==> src/rtl/pos_counter_if.sv <==
// Motor position counter bus: raw sensor, renormalise request and the two counts.
interface pos_counter_if;
    logic        sensor;
    logic        subtract;
    logic [15:0] distance;
    logic [15:0] pos1;
    logic [15:0] pos2;

    modport master (
        output sensor,
        output subtract,
        output distance,
        input  pos1,
        input  pos2
    );

    modport slave (
        input  sensor,
        input  subtract,
        input  distance,
        output pos1,
        output pos2
    );
endinterface

==> src/rtl/pos_counter.sv <==
// Counts rising edges of an asynchronous motor sensor into an absolute count (pos1)
// and a relative count (pos2) that the parent renormalises with subtract/distance.
module pos_counter (
    input  logic        clk,
    input  logic [1:0]  clear,
    pos_counter_if.slave bus
);

    logic        s1_q, s2_q, s3_q;
    logic [15:0] pos1_q, pos1_d;
    logic [15:0] pos2_q, pos2_d;
    logic        inc;
    logic [15:0] inc_w;

    always_comb begin
        inc    = s2_q & ~s3_q;
        inc_w  = {15'd0, inc};
        pos1_d = pos1_q + inc_w;
        // Subtract and increment land in the same cycle so no pulse is lost.
        if (bus.subtract) begin
            pos2_d = pos2_q - bus.distance + inc_w;
        end else begin
            pos2_d = pos2_q + inc_w;
        end
    end

    always_ff @(posedge clk) begin
        if (clear != 2'b00) begin
            s1_q   <= 1'b0;
            s2_q   <= 1'b0;
            s3_q   <= 1'b0;
            pos1_q <= 16'h0000;
            pos2_q <= 16'h0000;
        end else begin
            s1_q   <= bus.sensor;
            s2_q   <= s1_q;
            s3_q   <= s2_q;
            pos1_q <= pos1_d;
            pos2_q <= pos2_d;
        end
    end

    assign bus.pos1 = pos1_q;
    assign bus.pos2 = pos2_q;

endmodule

==> src/flat_wrapper.sv <==
// flat-port wrapper written by rule: the top's interface ports become plain ports
module pos_counter_flat 
  (clk, clear, bus_sensor, bus_subtract, bus_distance, bus_pos1, bus_pos2);
  pos_counter_if bus_i ();
  input  logic clk;
  input  logic [1:0] clear;
  input wire logic [$bits(bus_i.sensor)-1:0] bus_sensor;
  input wire logic [$bits(bus_i.subtract)-1:0] bus_subtract;
  input wire logic [$bits(bus_i.distance)-1:0] bus_distance;
  output wire logic [$bits(bus_i.pos1)-1:0] bus_pos1;
  output wire logic [$bits(bus_i.pos2)-1:0] bus_pos2;
  assign bus_i.sensor = bus_sensor;
  assign bus_i.subtract = bus_subtract;
  assign bus_i.distance = bus_distance;
  assign bus_pos1 = bus_i.pos1;
  assign bus_pos2 = bus_i.pos2;
  pos_counter u_core (.clk(clk), .clear(clear), .bus(bus_i));
endmodule
==> config.mk <==
export PLATFORM = sky130hd
export DESIGN_NAME = pos_counter_flat
export DESIGN_NICKNAME = d
export VERILOG_FILES = /design/src/rtl/pos_counter_if.sv /design/src/rtl/pos_counter.sv /design/src/flat_wrapper.sv
export SDC_FILE = /design/constraint.sdc
export NUM_CORES = 1
export LEC_CHECK = 0
export ABC_AREA = 1
export BUFFER_PORTS_ARGS = -buffer_cell sky130_fd_sc_hd__buf_2
export CORE_ASPECT_RATIO = 1.4
export CORE_UTILIZATION = 50
export DETAILED_ROUTE_END_ITERATION = 7
export PLACE_DENSITY = 0.73
export SYNTH_ARGS = -nofsm -noshare
export SYNTH_HDL_FRONTEND = slang
export SYNTH_SLANG_ARGS = --single-unit
==> constraint.sdc <==
create_clock -name clk -period 2.43 [get_ports clk]
set_clock_uncertainty 0.2 [all_clocks]
set_input_delay 0.243 -clock clk [delete_from_list [all_inputs] [get_ports clk]]
set_output_delay 0.243 -clock clk [all_outputs]
set_load 0.02 [all_outputs]
After elaboration in Yosys (flattened, before gate mapping)

Cells that the tools add are included.

Register bits: 35
Bits of input ports: 21
Output and inout bits: 32

Add/subtract/negate cells: 4
Mux-type cells: 1
Bitwise logic cells: 2
Reductions and logical operators: 1

Operators with widths:

| kind                                     | count |
|---|---|
| 16-bit by 1-bit adder with 16-bit output | 3 |
| 16-bit 2-to-1 mux                        | 1 |
| 16-bit subtractor                        | 1 |
| 2-bit nonzero test                       | 1 |
| 1-bit AND                                | 1 |
| 1-bit NOT                                | 1 |

Depth between registers and ports, before layout

Gate-level depths: netlist (run 1).

Depth in word-level cells: 4
Mapped depth: 14
Gate-level depth less buffers: 14

Worst setup path before layout (run 1)

No wires, ideal clock.

Path type: register to register
From: register u_core.pos2_q[0] (netlist: u_core.bus.pos2[0])
To: register u_core.pos2_q[8] (netlist: u_core.bus.pos2[8])
Library setup time: 0.134 ns
Arrival time: 2.004 ns
Setup slack: 0.092 ns
Cell stages (with the launch flop): 14
Path buffers: 0
Cell sequence: dfxtp_1 -> inv_1 -> ha_1 -> inv_1 -> ha_1 -> fa_1 -> nand2_1 -> nand2_1 -> and2_1 -> nand2_1 -> nand2_1 -> xor2_1 -> nand2_1 -> a21oi_1

Cells in the longest elaborated chain, start to end: 3

RTL lines:

| what                                     | line              | RTL |
|---|---|---|
| start, declared                          | pos_counter.sv:11 | `logic [15:0] pos2_q, pos2_d;` |
| start signal, assigned                   | pos_counter.sv:39 | `pos2_q <= pos2_d;` |
| 16-bit subtractor                        | pos_counter.sv:21 | `pos2_d = pos2_q - bus.distance + inc_w;` |
| 16-bit by 1-bit adder with 16-bit output | pos_counter.sv:21 |  |
| 16-bit 2-to-1 mux (*)                    | pos_counter.sv:20 | `if (bus.subtract) begin` |

Mark *: on every way between the ends. The rest lies on a longest branch, timed or not.
A chain may end at the register's enable or synchronous reset.

Worst setup path after layout (run 1)

From: register u_core.pos2_q[0] (netlist: u_core.bus.pos2[0])
To: register u_core.pos2_q[14] (netlist: u_core.bus.pos2[14])

Same word-level chain as after synthesis.

==> qor.txt, run 1 <==
Status: completed
# diodes: 0
Hold Fails Final Rpt: 0
Area growth, synth to finish: 19.2%
Netlist cell types: 37
Crit share post-route: 91.0%
R2r setup slk: 0.22 ns
Antenna Violating Nets Remaining: 0
Leakage: 0.00180 uW
Crit-path max cell delay: 0.35 ns
Die span in y: 91.1 um
CP Launch Type: flip-flop
Clk Latency, worst-skew pair: 0.28 ns
Maximum capacitance violations: 0
Die area: 5980 um2
PwrDens: 432 nW/um2
Worst reg2reg path depth: 14
Total GRT Usage: 23.1%
Worst hold path class: primary input to flip-flop
Cell with the most instances after synthesis: nand2_1
WS Path Type: flip-flop to flip-flop
Min Tclk post-route: 2.21 ns
Routed wire length: 6380 um
Root buffer cell: clkbuf_8
Initial DRC Count: 83
Worst path top cell family by delay: adder cells
Sequential element share of the synthesized area: 24.7%
Prevailing post-synth register cell: dfxtp_1
Worst-path clk slew: 0.07 ns
Final Instance Count excl. Fillers: 567
RSZ-0062 raised after global routing: no
CP max FO: 4
Gr busiest metal: met2
Starting Density: 51.7%
Post-Route Setup TNS: 0 ns
DRC: 0
Buf/Inv on CP: 2
DR vias: 2794
Worst setup path startpoint: u_core.bus.pos2[0]$_SDFF_PP0_
Crit path cell chain: inv_1 -> ha_1 -> inv_1 -> ha_1 -> fa_2 -> nand2_1 -> nand2_1 -> nand3b_1 -> nand2_1 -> nand2_1 -> nand2_1 -> nand2_1 -> nand3_1 -> a21oi_2
Count of input and output buffers: 52
Row Count: 32
Synth Warn #: 0
WL/cell: 11.3 um
Worst hold start: bus_subtract
#FFs+latches synth: 35
Req. time, crit path: 2.45 ns
Clock sink count: 35
Crit path DAT: 2.23 ns
GPL Wtd Cong: 0.861
Detail Placement HPWL: 5330 um
Setup violations, final: 0
Synthesized area: 2840 um2
Commonest cells post-synth: nand2_1, inv_1, dfxtp_1
Share of layout cells above drive strength 1: 19.8%
Hold depth: 3
Met3 Resource Use GR: 2.76%
Global Route met2 Usage: 42.0%
M1 GR Usage: 26.8%
Fmax: 0.452 GHz
Syn_area_per_cell: 6.56 um2
Layout Nets: 554
Worst VDD drop: 0.266 mV
H-tree depth: 2
FFs w/ async S/R, synth: 0%
Area share of the largest cell type after synthesis: 24.7%
Num CTS Buffers: 5
CORE AREA: 5490 um2
Synth top area cells: dfxtp_1, ha_1, nand2_1
Reg-to-Reg Start: u_core.bus.pos2[0]$_SDFF_PP0_
Number of enable flip-flop cells after synthesis: 0
Mapped Cells: 432
Slew headroom: 70.7%
Drt first pass iters: 4
Final slew viol count: 0
Pin count of the biggest net entering global routing: 19
Post-CTS setup buffers: 0
Net count after synthesis: 488
Synth area leader: dfxtp_1
Worst Tran Pin Value: 0.439 ns
Critical Path End Type: flip-flop
Layout fillers: 538
Inst Count DP: 558
Worst path depth: 14
Vias in the first global route: 2680
Ports: 53
CTS tree: yes
Via density: 4.93
Die Width: 65.6 um
Crit path top cell by count: nand2_1
First-pass GRT wire length: 11100 um
Total gr overflow: 0
Antenna violations before repair: 0
CP max stage cell: fa_2
Clock Tree Buf Depth: 2
area by class of cell:
class	count	area [um2]	area share [%]
clock buffers	6	82.6	2.44
clock inverters	2	35.0	1.04
repair buffers	65	360	10.7
flip-flops and latches	35	702	20.8
multi-input cells	309	1810	53.4
well taps	68	85.1	2.52
inverters	82	308	9.11
power breakdown:
group | switching, uW | internal (uW)
Combinational | 192 | 127
Sequential | 12.4 | 587
Clock | 207 | 332
through the flow:
stage / total power [uW] / hold WS, ns / setup slack, ns / util [%] / cell area, um2
after floorplan: 836 / 0.155 / 0.0925 / - / 2840
after global placement: 923 / 0.199 / 0.176 / 59.1 / 3240
after detailed placement: 929 / 0.201 / 0.109 / 59.1 / 3240
after CTS: 1470 / 0.169 / 0.0981 / 61.5 / 3370
after global routing: 1540 / 0.199 / 0.0276 / 61.6 / 3380
final: 1460 / 0.177 / 0.219 / 61.6 / 3380
state kept, by name, summed over array words and instances, names as in the netlist:
signal,flops
u_core.bus.pos1,16
u_core.bus.pos2,16
u_core.s1_q,1
u_core.s2_q,1
u_core.s3_q,1
worst reg2reg max path: stages, from the launching register on:
cell,delay [ns]
dfxtp_2,0.34
inv_1,0.04
ha_1,0.26
inv_1,0.04
ha_1,0.20
fa_2,0.35
nand2_1,0.07
nand2_1,0.07
nand3b_1,0.08
nand2_1,0.10
nand2_1,0.09
nand2_1,0.05
nand2_1,0.05
nand3_1,0.07
a21oi_2,0.12
metal layers:
| metal | wire, um | up-vias |
|---|---|---|
| li1 | - | 1510 |
| met1 | 2810 | 1223 |
| met2 | 3290 | 55 |
| met3 | 191 | 6 |
| met4 | 94 | 0 |
| met5 | 0 | - |
cell usage in the layout (no fill, tap or decap), types with 5 or more instances in the layout:
cell type	n
clkbuf_8	6
nor2_1	32
a21oi_1	29
nor3_1	8
o21ai_0	15
ha_1	34
buf_4	12
buf_2	52
xor2_1	7
inv_2	5
nand3_1	33
dfxtp_1	34
inv_1	77
nand2_1	103
worst paths after layout:
check                                   end
max reg2reg  u_core.bus.pos2[14]$_SDFF_PP0_
min reg2reg          u_core.s2_q$_SDFF_PP0_
min           u_core.bus.pos2[0]$_SDFF_PP0_
max          u_core.bus.pos2[14]$_SDFF_PP0_
what timing repair did:
| action | in CTS | in global routing |
|---|---|---|
| hold endpoints to repair | 1 | 0 |
| hold buffers | 1 | 0 |
| gates resized for setup | 0 | 3 |
| endpoints found under the setup margin | 0 | 5 |
cells by family (layout without fill, tap and decap cells):
kind of cell             count (synthesis)  count (layout)  share of synthesized area [%]
AO/OA/AOI/OAI                           57              57                           11.0
XOR/XNOR                                11              11                           3.40
adder cells (fa/ha/maj)                 35              35                           15.7
buffers and inverters                   88             155                           11.8
flip-flops                              35              35                           24.7
AND/OR/NAND/NOR                        206             206                           33.4
(Power assumes the default switching activity.)
==> run 2: changes to the inputs <==
--- a/config.mk
+++ b/config.mk
@@ -10,7 +10,7 @@
 export CORE_ASPECT_RATIO = 1.4
 export CORE_UTILIZATION = 50
 export DETAILED_ROUTE_END_ITERATION = 7
-export PLACE_DENSITY = 0.73
+export PLACE_DENSITY = 0.76
 export SYNTH_ARGS = -nofsm -noshare
 export SYNTH_HDL_FRONTEND = slang
 export SYNTH_SLANG_ARGS = --single-unit
==> constraint.sdc (replaced) <==
create_clock -name clk -period 1.95 [get_ports clk]
set_clock_uncertainty 0.2 [all_clocks]
set_input_delay 0.195 -clock clk [delete_from_list [all_inputs] [get_ports clk]]
set_output_delay 0.195 -clock clk [all_outputs]
set_load 0.02 [all_outputs]
==> run 2 against run 1 <==
  * The flow now finishes with violations (setup timing)
  * Total power grew 45%
  * Largest power group unchanged
  * Wire length grew 45%
  * Non-clock buffer count grew 47
  * Combinational power grew 98%
  * Cell count grew 8.3%
  * Critical path depth shrank 3
  * Setup slack lost 0.51 ns
  * Flip-flop and latch count is the same
  * Hold slack lost 0.025 ns
  * Utilization grew 19 points
  * Global-route usage grew 6.4 points
  * Highest routed layer unchanged
==> qor.txt, run 2 (same netlist as run 1, synthesis figures left out) <==
Status: finished with violations
Violated checks: setup timing
First-pass GRT wire length: 13800 um (+24%)
Most common cell after layout, fill and taps aside: nand2_1
Count of input and output buffers: 52 (unchanged)
DRC: 0 (unchanged)
Total gr overflow: 0 (unchanged)
Final slew viol count: 0 (unchanged)
Leakage: 0.00215 uW (+19%)
Crit share post-route: 115% (+24 points)
CP Launch Type: flip-flop
WS Path Type: flip-flop to flip-flop
Share of layout cells above drive strength 1: 43.0% (+23 points)
Area growth, synth to finish: 55.0%
Clock sink count: 35 (unchanged)
RR Endpoint: u_core.bus.pos2[2]$_SDFF_PP0_
Clk Latency, worst-skew pair: 0.30 ns (+0.02 ns)
Total GRT Usage: 29.5% (+6.4 points)
Fmax: 0.446 GHz (-1.5%)
Crit path DAT: 2.20 ns (-0.03 ns)
Footprint of the multi-input gates: 2410 um2 (+33%)
CORE AREA: 5490 um2 (unchanged)
PwrDens: 480 nW/um2 (+11%)
Setup violations, final: 17 (+17)
Post-Route Setup TNS: -2.35 ns (-2.35 ns)
Reg-to-Reg Start: u_core.bus.pos2[0]$_SDFF_PP0_
CP max stage cell: dfxtp_4
Worst path depth: 11 (-3)
Antenna violations before repair: 0 (unchanged)
Worst hold path class: primary input to flip-flop
GPL Wtd Cong: 0.900 (+4.6%)
Sequential cell area: 728 um2 (+3.7%)
Worst path top cell family by delay: adder cells
Routed wire length: 9240 um (+45%)
Row Count: 32 (unchanged)
Layout fillers: 340 (-37%)
Worst Tran Pin Value: 0.664 ns (+0.225 ns)
Hold Fails Final Rpt: 0 (unchanged)
Crit path cell chain: inv_4 -> ha_4 -> inv_2 -> ha_4 -> fa_2 -> buf_4 -> buf_6 -> buf_6 -> xor2_1 -> o21ai_1 -> a21oi_1
Layout Utilization: 80.1% (+19 points)
Num CTS Buffers: 5 (unchanged)
DR vias: 3298 (+18%)
Pre-CTS setup slack: -0.222 ns (-0.331 ns)
Die area: 5980 um2 (unchanged)
Antenna Violating Nets Remaining: 0 (unchanged)
Starting Density: 51.7% (unchanged)
Crit-path max cell delay: 0.36 ns (about the same)
Slew headroom: 55.7% (-15 points)
Worst setup path startpoint: u_core.bus.pos2[0]$_SDFF_PP0_
WL/cell: 15.1 um (+34%)
Die Width: 65.6 um (unchanged)
Worst VDD drop: 0.403 mV (+51%)
Drt first pass iters: 4 (unchanged)
Req. time, crit path: 1.90 ns (-0.55 ns)
Layout Nets: 601 (+8.5%)
Worst Setup EP: u_core.bus.pos2[2]$_SDFF_PP0_
Worst reg2reg path depth: 11 (-3)
Initial DRC Count: 154 (+86%)
Via density: 5.37 (+9.0%)
CTS tree: yes
Clock Tree Buf Depth: 2 (unchanged)
Root buffer cell: clkbuf_8
Final setup margin: -0.294 ns (-0.513 ns)
Critical Path End Type: flip-flop
Commonest non-fill, non-tap cells in the layout: nand2_1, inv_1, buf_2
Ports: 53 (unchanged)
Min Tclk post-route: 2.24 ns (+0.0326 ns)
Buf/Inv on CP: 5 (+3)
CP max FO: 2 (-2)
Maximum capacitance violations: 0 (unchanged)
R2r setup slk: -0.29 ns (-0.51 ns)
Hold_ws: 0.152 ns (-0.0247 ns)
# diodes: 0 (unchanged)
Pin count of the biggest net entering global routing: 18 (-1)
H-tree depth: 2 (unchanged)
Finished Cell Area: 4390 um2 (+30%)
Die span in y: 91.1 um (unchanged)
Worst-path clk slew: 0.09 ns (+0.02 ns)
RSZ-0062 raised after global routing: yes
Vias in the first global route: 3113 (+16%)
Detail Placement HPWL: 6200 um (+16%)
Placed inst area: 3630 um2 (+12%)
[run 2: worst min path at each step]
stage                                       from                        endpoint  slack [ns]  cells past startpoint
after detailed placement  u_core.s1_q$_SDFF_PP0_          u_core.s2_q$_SDFF_PP0_        0.21                      2
after global placement    u_core.s1_q$_SDFF_PP0_          u_core.s2_q$_SDFF_PP0_        0.20                      2
final                                   clear[1]  u_core.bus.pos1[15]$_SDFF_PP0_        0.15                      5
after CTS                               clear[1]  u_core.bus.pos1[15]$_SDFF_PP0_        0.15                      5
after floorplan                       bus_sensor          u_core.s1_q$_SDFF_PP0_        0.11                      2
after global routing                bus_subtract   u_core.bus.pos2[4]$_SDFF_PP0_        0.17                      3
[run 2: stage by stage]
stage	power [uW]	cells
5_1_grt	2190	614
4_1_cts	2010	605
2_1_floorplan	1060	432
3_3_place_gp	1230	593
6_report	2110	614
3_5_place_dp	1250	593
[run 2: tightest hold or removal path, delay by kind of cell]
kind | cells | cell delay [ns]
buf+inv | 2 | 0.27
simple gates | 3 | 0.16
[run 2: metal layers]
layer / GRT usage, % / share of wire, % / up-vias
li1: - / - / 1611
met1: 31.7 / 37 / 1550
met2: 54.3 / 55 / 112
met3: 4.77 / 4.7 / 25
met4: 12.5 / 3.1 / 0
met5: 0 / 0 / -
[run 2: cell type report]
type,count,area share (%)
clock buffer,6,1.88
clock inverter,2,0.797
inverter,82,7.06
multi-input combinational,309,54.8
sequential,35,16.6
tap,68,1.94
timing repair buffer,112,17.0
[run 2: repair_timing]
action | 4_1_cts | 5_1_grt
buffers inserted | 4 | 9
endpoints found under the setup margin | 16 | 22
hold buffers | 1 | 0
resized for setup | 27 | 71
pin swaps | 12 | 29
hold endpoints to repair | 1 | 0
[run 2: where the power goes]
group	internal (uW)	switching [uW]	total (uW)
registers	731	17.8	748
logic	298	335	632
clock network	415	314	728
==> run 3: changes to the inputs <==
--- a/config.mk
+++ b/config.mk
@@ -5,12 +5,12 @@
 export SDC_FILE = /design/constraint.sdc
 export NUM_CORES = 1
 export LEC_CHECK = 0
-export ABC_AREA = 1
+export ABC_AREA = 0
 export BUFFER_PORTS_ARGS = -buffer_cell sky130_fd_sc_hd__buf_2
 export CORE_ASPECT_RATIO = 1.4
 export CORE_UTILIZATION = 50
 export DETAILED_ROUTE_END_ITERATION = 7
-export PLACE_DENSITY = 0.76
+export PLACE_DENSITY = 0.77
 export SYNTH_ARGS = -nofsm -noshare
 export SYNTH_HDL_FRONTEND = slang
 export SYNTH_SLANG_ARGS = --single-unit
==> run 3 against run 2 <==
  * The flow still finishes with violations (setup timing)
  * Non-clock buffer count increased by 1
  * Count of clock-buffer cells in the layout increased by 1
  * Global-route usage decreased by 0.13 points
  * Setup slack got worse by 0.44 ns
  * Sequential power about the same
  * Largest power group unchanged
  * Hold slack got worse by 0.067 ns
  * Total power decreased by 4.7%
  * Wire length decreased by 13%
  * Die area decreased by 9.5%
  * Critical path depth unchanged
==> qor.txt, run 3 <==
Status: finished with violations
Violated checks: setup timing
Clock sink count: 35 (unchanged)
Layout Nets: 476 (-21%)
Worst reg2reg path depth: 11 (unchanged)
Reg-to-Reg Start: u_core.bus.pos2[0]$_SDFF_PP0_
Worst hold start: clear[0]
Row Count: 30 (-6.3%)
Die span in y: 86.7 um (-4.9%)
Maximum capacitance violations: 0 (unchanged)
#FFs+latches synth: 35 (unchanged)
Switch share: 32.7% (+1.1 points)
Crit share post-route: 138% (+23 points)
R2r setup slk: -0.74 ns (-0.44 ns)
DR vias: 2717 (-18%)
Proportion of synthesized area in mux cells: 1.61% (+1.6 points)
Total gr overflow: 0 (unchanged)
Worst VDD drop: 0.322 mV (-20%)
Worst Tran Pin Value: 0.630 ns (-0.0345 ns)
FFs w/ async S/R, synth: 0% (unchanged)
Critical Path End Type: flip-flop
Antenna Violating Nets Remaining: 0 (unchanged)
Starting Density: 52.5% (+0.77 points)
Clock share of power: 28.4% (-6.1 points)
Routed wire length: 8090 um (-13%)
GPL Wtd Cong: 0.868 (-3.6%)
H-tree depth: 2 (unchanged)
Slew headroom: 58.0% (+2.3 points)
Crit path cell chain: inv_2 -> ha_4 -> inv_2 -> ha_4 -> fa_2 -> a21o_4 -> a311oi_4 -> nor2_4 -> a211oi_2 -> xor2_1 -> a211oi_1
Layout fillers: 299 (-12%)
Buf/Inv on CP: 2 (-3)
Number of enable flip-flop cells after synthesis: 0 (unchanged)
Share of layout cells above drive strength 1: 47.7% (+4.7 points)
CTS tree: yes
Clk Latency, worst-skew pair: 0.30 ns (about the same)
Compound-gate portion of the synthesized area: 15.9% (+4.9 points)
Detail Placement HPWL: 5220 um (-16%)
WS Path Type: flip-flop to flip-flop
Final setup margin: -0.738 ns (-0.444 ns)
Worst-path clk slew: 0.08 ns (about the same)
Sw power: 657 uW (-1.3%)
CP Launch Type: flip-flop
Drt first pass iters: 4 (unchanged)
Internal: 1350 uW (-6.3%)
Area share of the largest cell type after synthesis: 27.4% (+2.7 points)
Syn_area_per_cell: 8.28 um2 (+26%)
# diodes: 0 (unchanged)
Crit-path max cell delay: 0.35 ns (about the same)
Sequential element share of the synthesized area: 27.4% (+2.7 points)
Worst hold path class: primary input to flip-flop
PwrDens: 508 nW/um2 (+5.8%)
Synth top area cells: dfxtp_1, ha_1, xor2_1
Req. time, crit path: 1.95 ns (+0.05 ns)
Synth area leader: dfxtp_1
Min Tclk post-route: 2.69 ns (+0.444 ns)
Via density: 5.60 (+4.3%)
Commonest non-fill, non-tap cells in the layout: buf_4, buf_2, nor2_1
Largest family of logic cells by synthesized area: simple AND/OR/NAND/NOR gates
Prevailing post-synth register cell: dfxtp_1
Hold path endpoint: u_core.bus.pos2[13]$_SDFF_PP0_
Fraction of the mapped netlist area in adder cells: 17.4% (+1.7 points)
Worst path top cell family by delay: compound AO/OA/AOI/OAI gates
Post-Synth XOR/XNOR Area: 12.0% (+8.6 points)
Hold Fails Final Rpt: 0 (unchanged)
Netlist cell types: 46 (+24%)
Area growth, synth to finish: 54.6%
Clock Tree Buf Depth: 2 (unchanged)
Leakage: 0.00176 uW (-18%)
Total power: 2010 uW (-4.7%)
Sequential power share: 37.2% (+1.7 points)
Fmax: 0.372 GHz (-17%)
Cell with the most instances after synthesis: dfxtp_1
Synth Warn #: 0 (unchanged)
Crit path DAT: 2.69 ns (+0.49 ns)
Root buffer cell: clkbuf_8
Die Width: 62.5 um (-4.8%)
Vias in the first global route: 2793 (-10%)
Most common cell after layout, fill and taps aside: buf_4
Synthesized area: 2560 um2 (-9.7%)
Simple-gate area share of the yosys netlist: 20.9% (-12 points)
Hold depth: 3 (-2)
CORE AREA: 4880 um2 (-11%)
Logic pwr share: 34.4% (+4.4 points)
Count of input and output buffers: 52 (unchanged)
Total GRT Usage: 29.3% (-0.13 points)
Commonest cells post-synth: dfxtp_1, ha_1, nor2_1
Setup violations, final: 14 (-3)
Footprint of the multi-input gates: 2230 um2 (-7.3%)
Antenna violations before repair: 0 (unchanged)
Final slew viol count: 0 (unchanged)
WL/cell: 16.7 um (+11%)
DRC: 0 (unchanged)
Pin count of the biggest net entering global routing: 35 (+17)
Layout Utilization: 81.1% (+0.99 points)
Num CTS Buffers: 5 (unchanged)
RSZ-0062 raised after global routing: yes
CP max stage cell: dfxtp_4
Net count after synthesis: 365 (-25%)
Ports: 53 (unchanged)
First-pass GRT wire length: 12500 um (-9.5%)
Die area: 5410 um2 (-9.5%)
RR Endpoint: u_core.bus.pos2[12]$_SDFF_PP0_
Sequential cell area: 737 um2 (+1.2%)
Mapped Cells: 309 (-28%)
CP max FO: 4 (+2)
Initial DRC Count: 117 (-24%)
-- run 3: power by group through the flow --
stage / clock network, uW / registers [uW] / logic, uW
finish: 571 / 749 / 690
global route: 598 / 750 / 737
CTS: 573 / 748 / 634
detailed placement: 0 / 763 / 549
global placement: 0 / 761 / 539
floorplan: 0 / 793 / 320
-- run 3: kinds of logic after synthesis --
family | Yosys count
and+or+nand+nor | 108
adders and majority gates | 35
xor gates and xnor gates | 35
DFF | 35
AOI/OAI and AO/OA | 61
buffers and inverters | 31
muxes | 4
-- run 3: final cells by class --
type / instances / area share (%)
multi-input combinational: 243 / 56.4
sequential: 35 / 18.6
timing repair buffer: 113 / 18.6
clock buffer: 7 / 2.18
inverter: 22 / 2.09
tap: 64 / 2.02
clock inverter: 1 / 0.126
-- run 3: layer usage --
metal  GRT usage [%]  up-vias  routed length, um
li1                -     1311                  -
met1            30.6     1277               3120
met2            54.5       95               4250
met3            4.47       34                354
met4            18.4        0                358
met5               0        -                  0
-- run 3: timing repair --
action,in CTS,in global routing
cloned,0,0
endpoints found under the hold margin,1,0
setup endpoints to repair,23,21
buffers inserted,4,3
hold buffers,1,0
resized for setup,34,23
pin swaps,25,15
-- run 3: how the worst max path moves through the flow --
stage | start | to | slack (ns) | cells past startpoint
after detailed placement | u_core.bus.pos2[0]$_SDFF_PP0_ | u_core.bus.pos2[12]$_SDFF_PP0_ | -0.72 | 11
after CTS | u_core.bus.pos2[0]$_SDFF_PP0_ | u_core.bus.pos2[8]$_SDFF_PP0_ | -0.66 | 12
after global routing | u_core.bus.pos2[0]$_SDFF_PP0_ | u_core.bus.pos2[12]$_SDFF_PP0_ | -0.79 | 11
after global placement | u_core.bus.pos2[0]$_SDFF_PP0_ | u_core.bus.pos2[14]$_SDFF_PP0_ | -0.66 | 11
final | u_core.bus.pos2[0]$_SDFF_PP0_ | u_core.bus.pos2[12]$_SDFF_PP0_ | -0.74 | 11
after floorplan | u_core.bus.pos2[0]$_SDFF_PP0_ | u_core.bus.pos2[14]$_SDFF_PP0_ | -0.66 | 11
-- run 3: per-stage QoR --
step | instance area, um2 | hold WS, ns | setup slack (ns) | instances | setup TNS (ns)
after global routing | 3960 | 0.121 | -0.794 | 485 | -7.34
after floorplan | 2790 | 0.117 | -0.657 | 309 | -4.07
after CTS | 3830 | 0.0708 | -0.663 | 483 | -4.76
after global placement | 3490 | 0.199 | -0.664 | 470 | -6.19
final | 3960 | 0.0856 | -0.738 | 485 | -5.77
after detailed placement | 3490 | 0.208 | -0.722 | 470 | -6.76
-- run 3: worst reg2reg max path, cell delays in order, from the launching register on --
cell and delay, ns:
dfxtp_4 0.35, inv_2 0.04, ha_4 0.25, inv_2 0.03
ha_4 0.15, fa_2 0.35, a21o_4 0.24, a311oi_4 0.29
nor2_4 0.11, a211oi_2 0.26, xor2_1 0.09, a211oi_1 0.24
